--- src/rtl/sweep_pkg.sv ---
// Shared constants for the truth-table sweep stage: widths, state encoding, golden masks.
package sweep_pkg;

  localparam int unsigned TT_W   = 16;
  localparam int unsigned IDX_W  = 4;
  localparam int unsigned SCNT_W = 4;
  localparam int unsigned CNT_W  = 5;

  typedef enum logic [1:0] {
    IDLE  = 2'd0,
    APPLY = 2'd1,
    DONE  = 2'd2
  } sweep_state_t;

  // Golden truth tables per function variant; bit i = F(ABCD=i)
  localparam logic [TT_W-1:0] TT_POS_4V = 16'hADA8;

endpackage

--- src/rtl/truth_table_sweeper.sv ---
// Walks a 4-input Boolean block through all 16 vectors, captures its output
// into a truth table and compares it against a golden mask.
module truth_table_sweeper
  import sweep_pkg::*;
#(
  parameter int unsigned     SETTLE_CYC = 1,
  parameter logic [TT_W-1:0] EXPECTED   = TT_POS_4V
) (
  input  logic              clk,
  input  logic              rst_n,
  input  logic              start,
  input  logic              f_in,
  output logic [IDX_W-1:0]  abcd,
  output logic              busy,
  output logic              done,
  output logic [TT_W-1:0]   tt,
  output logic              pass,
  output logic [CNT_W-1:0]  mismatch_cnt
);

  localparam logic [SCNT_W-1:0] LAST_SCNT = SCNT_W'(SETTLE_CYC - 1);
  localparam logic [IDX_W-1:0]  LAST_IDX  = IDX_W'(TT_W - 1);

  sweep_state_t      state_q, state_d;
  logic [IDX_W-1:0]  idx_q, idx_d;
  logic [SCNT_W-1:0] scnt_q, scnt_d;
  logic [IDX_W-1:0]  abcd_d;
  logic              busy_d;
  logic              done_d;
  logic [TT_W-1:0]   tt_d;
  logic              pass_d;
  logic [CNT_W-1:0]  mismatch_cnt_d;

  // State, counters and all outputs registered; synchronous active-low reset
  always_ff @(posedge clk) begin
    if (!rst_n) begin
      state_q      <= IDLE;
      idx_q        <= '0;
      scnt_q       <= '0;
      abcd         <= '0;
      busy         <= 1'b0;
      done         <= 1'b0;
      tt           <= '0;
      pass         <= 1'b0;
      mismatch_cnt <= '0;
    end else begin
      state_q      <= state_d;
      idx_q        <= idx_d;
      scnt_q       <= scnt_d;
      abcd         <= abcd_d;
      busy         <= busy_d;
      done         <= done_d;
      tt           <= tt_d;
      pass         <= pass_d;
      mismatch_cnt <= mismatch_cnt_d;
    end
  end

  // Next-state, counter and capture logic; everything holds unless a transition says otherwise
  always_comb begin
    state_d        = state_q;
    idx_d          = idx_q;
    scnt_d         = scnt_q;
    abcd_d         = abcd;
    busy_d         = busy;
    done_d         = 1'b0;
    tt_d           = tt;
    pass_d         = pass;
    mismatch_cnt_d = mismatch_cnt;

    unique case (state_q)
      IDLE: begin
        if (start) begin
          state_d        = APPLY;
          idx_d          = '0;
          scnt_d         = '0;
          abcd_d         = '0;
          busy_d         = 1'b1;
          tt_d           = '0;
          pass_d         = 1'b0;
          mismatch_cnt_d = '0;
        end
      end

      APPLY: begin
        if (scnt_q == LAST_SCNT) begin
          // Last hold cycle of this vector: Y has settled, capture it
          tt_d[idx_q] = f_in;
          if (f_in != EXPECTED[idx_q]) begin
            mismatch_cnt_d = mismatch_cnt + CNT_W'(1);
          end
          if (idx_q == LAST_IDX) begin
            state_d = DONE;
            busy_d  = 1'b0;
            done_d  = 1'b1;
            pass_d  = (tt_d == EXPECTED);
          end else begin
            idx_d  = idx_q + IDX_W'(1);
            scnt_d = '0;
            abcd_d = idx_q + IDX_W'(1);
          end
        end else begin
          scnt_d = scnt_q + SCNT_W'(1);
        end
      end

      DONE: begin
        state_d = IDLE;
      end

      default: begin
        state_d = IDLE;
      end
    endcase
  end

endmodule
--- config.mk ---
export PLATFORM = sky130hd
export DESIGN_NAME = truth_table_sweeper
export DESIGN_NICKNAME = d
export VERILOG_FILES = /design/src/rtl/sweep_pkg.sv /design/src/rtl/truth_table_sweeper.sv
export SDC_FILE = /design/constraint.sdc
export NUM_CORES = 1
export LEC_CHECK = 0
export BUFFER_PORTS_ARGS = -buffer_cell sky130_fd_sc_hd__buf_2
export CAP_MARGIN = 20
export CELL_PAD_IN_SITES_DETAIL_PLACEMENT = 0
export CELL_PAD_IN_SITES_GLOBAL_PLACEMENT = 2
export CORE_ASPECT_RATIO = 0.8
export CORE_MARGIN = 4
export CORE_UTILIZATION = 38
export CTS_BUF_LIST = sky130_fd_sc_hd__clkbuf_8
export CTS_CLUSTER_SIZE = 20
export DETAILED_ROUTE_END_ITERATION = 10
export HOLD_SLACK_MARGIN = 0.03
export PLACE_DENSITY = 0.92
export SLEW_MARGIN = 25
export SYNTH_ARGS = -nofsm -noshare
export SYNTH_HDL_FRONTEND = slang
export SYNTH_SLANG_ARGS = --single-unit
export TNS_END_PERCENT = 1
--- constraint.sdc ---
create_clock -name clk -period 4.83 [get_ports clk]
set_input_delay 0.2415 -clock clk [delete_from_list [all_inputs] [get_ports clk]]
set_output_delay 0.2415 -clock clk [all_outputs]
set_load 0.02 [all_outputs]
After elaboration in Yosys (flattened, before gate mapping)
Memory sizes are Yosys's and may differ from the RTL's. A register that Yosys moved wholly into a read port is not among the register bits.
Index checks and enable logic that the tools add are counted.
{"block": "totals", "regBits": 34, "romBits": 16, "in_bits": 4, "word_cells": 68, "n_memories": 1}
{"block": "classes", "n_addsub": 3, "n_lt_le_gt_ge": 2, "n_eq_ne": 10, "n_mux": 33, "reduce_logical": 11}
{"name": "(name not given)", "words": 16, "width": 1, "rd": 1, "rd_clocked_by_memory_dff": 1, "wr": 0, "line_no": "truth_table_sweeper.sv:89", "rtl": "if (f_in != EXPECTED[idx_q]) begin"}
{"op": "two-way mux 16 bit", "count": 2}
{"op": "case mux 16 bit (2 select lines)", "count": 1}
{"op": "two-way mux 4 bit", "count": 7}
{"op": "bitwise mux 16 bit", "count": 1}
{"op": "equality test 16 bit, second input constant", "count": 1}
{"op": "case mux 4 bit (2 select lines)", "count": 2}
{"op": "two-way mux 5 bit", "count": 3}
{"op": "AND reduction 3 bit", "count": 4}
{"op": "AND reduction 4 bit", "count": 3}
{"op": "!= test 2 bit, second input constant", "count": 5}
{"op": "case mux 5 bit (2 select lines)", "count": 1}
{"op": "two-way mux 1 bit", "count": 9}
{"op": "adder 4 x 1 -> 4 bit, second input constant", "count": 2}
{"op": "two-way mux 2 bit", "count": 3}
{"op": "adder 5 x 1 -> 5 bit, second input constant", "count": 1}
{"op": "less-than comparator 4 x 5 -> 1 bit, second input constant", "count": 1}
{"op": "demux 1 bit (select 4 bit)", "count": 1}
{"op": "equality test 4 bit, second input constant", "count": 1}
{"op": ">= comparator 4 x 1 -> 1 bit, second input constant", "count": 1}
{"op": "logical NOT 4 bit", "count": 1}
{"op": "case mux 1 bit (2 select lines)", "count": 2}
{"op": "case mux 2 bit (2 select lines)", "count": 1}
{"op": "!= test 3 bit, second input constant", "count": 1}
{"op": "equality test 2 x 1 -> 1 bit, second input constant", "count": 1}
{"op": "4 further kinds", "count": 4}

Longest topological paths before layout
{"block": "logic_depth", "word_depth": 9, "ltp_mapped": 8, "ltp_nobuf": 7}

Worst setup path before layout
OpenSTA, ideal clock, no wires.
{"block": "synth_timing", "kind": "register to register", "startpoint": "register idx_q[0]", "endpoint": "register pass", "setup_time_ns": 0.087, "arrival_time_ns": 1.830, "required_time_ns": 4.743, "setup_slack_ns": 2.913, "stages_incl_launch_ff": 8, "cell_sequence": "dfxtp_1 > ha_1 > clkbuf_1 > nor3b_1 > mux2i_1 > and3_1 > nand3_1 > o31ai_1"}
{"block": "synth_via", "elab_chain_cells": 9, "word_cells_on_any_way": 13}
{"element": "from (decl)", "line_no": "truth_table_sweeper.sv:25", "rtl": "logic [IDX_W-1:0] idx_q, idx_d;"}
{"element": "from (signal assigned)", "line_no": "truth_table_sweeper.sv:48", "rtl": "idx_q <= idx_d;"}
{"element": "less-than comparator 4 x 5 -> 1 bit (not written as such) / >= comparator 4 x 1 -> 1 bit (equally long branches)", "line_no": "truth_table_sweeper.sv:88", "rtl": "tt_d[idx_q] = f_in;"}
{"element": "logical AND 1 bit (not written as such)", "line_no": "truth_table_sweeper.sv:88"}
{"element": "two-way mux 1 bit (not written as such)", "line_no": "truth_table_sweeper.sv:88"}
{"element": "demux 1 bit (select 4 bit)", "line_no": "truth_table_sweeper.sv:88"}
{"element": "bitwise mux 16 bit", "line_no": "truth_table_sweeper.sv:88"}
{"element": "equality test 16 bit", "line_no": "truth_table_sweeper.sv:96", "rtl": "pass_d = (tt_d == EXPECTED);"}
{"element": "two-way mux 1 bit", "line_no": "truth_table_sweeper.sv:92", "rtl": "if (idx_q == LAST_IDX) begin"}
{"element": "two-way mux 1 bit", "line_no": "truth_table_sweeper.sv:86", "rtl": "if (scnt_q == LAST_SCNT) begin"}
{"element": "case mux 1 bit (2 select lines)", "line_no": "truth_table_sweeper.sv:71", "rtl": "unique case (state_q)"}
{"element": "to (signal assigned)", "line_no": "truth_table_sweeper.sv:54", "rtl": "pass <= pass_d;"}
{"element": "to (decl)", "line_no": "truth_table_sweeper.sv:17", "rtl": "output logic pass,"}
Parallel ways exist; a longest one is shown, timed or not. The select of a mux whose other input is x is not followed.
A chain may end at the register's enable or synchronous reset.

==> metrics.yaml <==
synthesis:
  syn-instance-count: 242
  ys_ff_latch: 35
  ys_types: 48
  synthMuxAreaShare_pct: 5.02
  synth_fa_ha_area_share_pct: 4.28
  sequential_area_share_after_synthesis_pct: 34.3
  synth.net_count: 253
  synth-compound-area-share_pct: 21.2
  synthArstFlopShare_pct: 0
  synth_top_family_by_area: "simple AND/OR/NAND/NOR gates"
  synthSimpleGateAreaFrac_pct: 26.8
  synth_area_um2: 2050
  syn-mean-instance-area_um2: 8.45
  synthXorXnorAreaFrac_pct: 3.00
  number_of_enable_flip_flop_cells_after_synthesis: 0
  dominant_register_cell_in_the_synthesized_netlist: "sky130_fd_sc_hd__dfxtp_1"
  yosys_warnings: 0
worst_setup_path:
  critical_path.slowest_cell: "sky130_fd_sc_hd__dfxtp_1"
  worst-path-max-fanout: 16
  worst-setup-path-type: "reg2reg"
  critical_path_arrival_ps: 2660
  critPathTopFamily: "simple AND/OR/NAND/NOR gates"
  crit_chain: "nor2b_1 -> nand2_2 -> or3_1 -> a21oi_2 -> mux2i_1"
  crit_required_ps: 5050
  reg2reg_from: "state_q[0]$_SDFFE_PN0P_"
  beginning_of_the_critical_path: "state_q[0]$_SDFFE_PN0P_"
  critical_path.n_buffers_inverters: 0
  worstSetupEndpointType: "flop"
  critPathMaxStageDelay_ps: 640
  start_kind: "flop"
layout:
  n_antenna_cell: 0
  most-common-layout-cells: "sky130_fd_sc_hd__dfxtp_1, sky130_fd_sc_hd__buf_2, sky130_fd_sc_hd__o21ai_0"
  nFillCells: 527
  finalNetCount: 273
  area_growth_from_synthesis_to_layout_pct: 13.1
  share_of_cells_above_drive_strength_1_pct: 18.3
  final_common_cell: "sky130_fd_sc_hd__dfxtp_1"
timing:
  max-slew-margin-rel_pct: 53.1
  final.period_utilization_pct: 50.6
  final_period_minus_worst_setup_slack_ps: 2450
  fin_tns_setup_ps: 0
  max_slew.worst_pin.slew_ps: 702
  worst_clock_skew_ps: 6.15
  final_max_slew_viol_count: 0
  finalSetupViolations: 0
  rsz0062_at_grt: "no"
  maxClockFrequency_mhz: 409
  report.final.hold_viol_count: 0
die:
  start_util_pct: 39.9
  die_h_um: 73.6
  pin_count: 32
  fp.coreArea_um2: 5120
  fp-row-count: 23
  dieArea_um2: 6630
  die-width_um: 90.0
outcome:
  outcome: "finished clean"
power_and_ir_drop:
  vdd_drop_max_mv: 0.155
  power.total_w: 0.000650
  powerDensity_nw_per_um2: 281
  leakage_nw: 0.930
routing:
  detail_route.wl_per_cell_um: 14.8
  dr_drc_count: 0
  detail_route.vias_per_cell: 5.31
  drt-pass1-iter-count: 4
  dr_total_vias: 1727
  drt-total-wl_um: 4810
  ant_nets: 0
  detailedRoute.firstIterationViolations: 135
clocking:
  cts.reportedPaths.clkPinSlew_ps: 70
  clock_tree_from_tritoncts: "done"
  post_cts_resized: 0
  cts-hold-fix-buffers: 0
  clock_sink_count: 35
  clk_path_buf_depth: 2
  worst_skew_pair.late_latency_ps: 290
  clock_root_buffer: "sky130_fd_sc_hd__clkbuf_8"
  post_cts_setup_buffer_count: 0
  inserted_clock_buffers: 5
  cts-htree-levels: 2
min_path:
  holdCritPathClass: "in2reg"
  holdCritStartpoint: "rst_n"
global_route:
  number_of_antenna_violations_at_the_first_check_in_global_routing: 0
  grt_pass1_wl_um: 7980
  global_route.usage.total_pct: 14.9
  grt_start_max_net_pins: 29
  grt_overflow: 0
  vias_in_the_first_global_route: 1606
placed_design:
  post_dp_hpwl_um: 3310
  finalWeightedCongestion: 0.808
  placement.io_buffers: 31
run:
  maxCapViolations: 0
==> where the power goes <==
part,internal (W),switching [W],total [W]
sequential,0.000293,0.00000637,0.000299
clock,0.000167,0.000111,0.000278
combinational,0.0000264,0.0000470,0.0000734
total,0.000486,0.000164,0.000650
==> path summary, 6_finish.rpt <==
| kind | end | slack [ps] | depth (start not counted) |
|---|---|---|---|
| setup / recovery | flop | 2380 | 5 |
| hold / removal | busy$_SDFFE_PN0P_ | 410 | 2 |
| setup reg to reg | flop | 2380 | 5 |
| hold reg to reg | pass$_SDFFE_PN0P_ | 470 | 2 |
==> per-layer routing <==
layer  part of all wire (%)  global-route usage [%]  wire length [µm]
met5                      0                       0                 0
met4                   0.50                    4.41                24
met3                    4.6                    3.79               220
met2                     42                    21.3              2010
met1                     53                    21.8              2560
==> area by class of cell <==
class	instances	area (µm²)	share of cell area, %
Clock buffer	6	82.6	3.57
Clock inverter	2	35.0	1.51
Inverter	8	30.0	1.30
Multi-Input combinational cell	181	1230	53.3
Sequential cell	35	701	30.3
Tap cell	62	77.6	3.35
Timing Repair Buffer	31	155	6.70
==> registers in the layout (all words and copies together), names as in the netlist, named ones only <==
signal        flops
pass              1
tt               16
state_q           2
done              1
scnt_q            4
mismatch_cnt      5
idx_q             4
busy              1
==> cells by family (layout without fill, tap and decap cells) <==
kind of cell	after synthesis	after routing
compound gates	64	64
fa+ha+maj	7	7
buf+inv	26	47
xor+xnor	7	7
mux	10	10
simple gates	93	93
flops	35	35
==> synthesized netlist by cell type, types with 3 or more instances <==
| master | count | area, µm² |
|---|---|---|
| sky130_fd_sc_hd__inv_1 | 8 | 30.0 |
| sky130_fd_sc_hd__nor2b_1 | 13 | 81.3 |
| sky130_fd_sc_hd__and3_1 | 6 | 37.5 |
| sky130_fd_sc_hd__ha_1 | 7 | 87.6 |
| sky130_fd_sc_hd__o22ai_1 | 3 | 18.8 |
| sky130_fd_sc_hd__dfxtp_1 | 35 | 701 |
| sky130_fd_sc_hd__nand2b_1 | 4 | 25.0 |
| sky130_fd_sc_hd__nand2_1 | 16 | 60.1 |
| sky130_fd_sc_hd__and2_1 | 7 | 43.8 |
| sky130_fd_sc_hd__a21boi_0 | 7 | 52.6 |
| sky130_fd_sc_hd__and4_1 | 4 | 35.0 |
| sky130_fd_sc_hd__clkbuf_1 | 8 | 30.0 |
| sky130_fd_sc_hd__a21oi_1 | 11 | 55.1 |
| sky130_fd_sc_hd__mux2i_1 | 8 | 80.1 |
| sky130_fd_sc_hd__o21ai_0 | 20 | 100 |
| sky130_fd_sc_hd__nand4_1 | 3 | 18.8 |
| sky130_fd_sc_hd__nor2_1 | 13 | 48.8 |
| sky130_fd_sc_hd__nand3_1 | 14 | 70.1 |
| sky130_fd_sc_hd__o21a_1 | 3 | 22.5 |
| sky130_fd_sc_hd__nand3b_1 | 6 | 45.0 |
| sky130_fd_sc_hd__buf_2 | 8 | 40.0 |
| sky130_fd_sc_hd__a22oi_1 | 4 | 30.0 |
| sky130_fd_sc_hd__xor2_1 | 5 | 43.8 |
==> stage by stage <==
stage	worst slack, ps	area, µm²	util (%)	hold WS, ps	cells
6_report	2380	2310	45.2	407	325
5_1_grt	2220	2310	45.2	433	325
4_1_cts	2450	2310	45.2	409	325
3_5_place_dp	2450	2200	42.9	466	317
3_3_place_gp	2520	2200	42.9	469	317
2_1_floorplan	2910	2050	-	532	242
(Power assumes the default switching activity.)
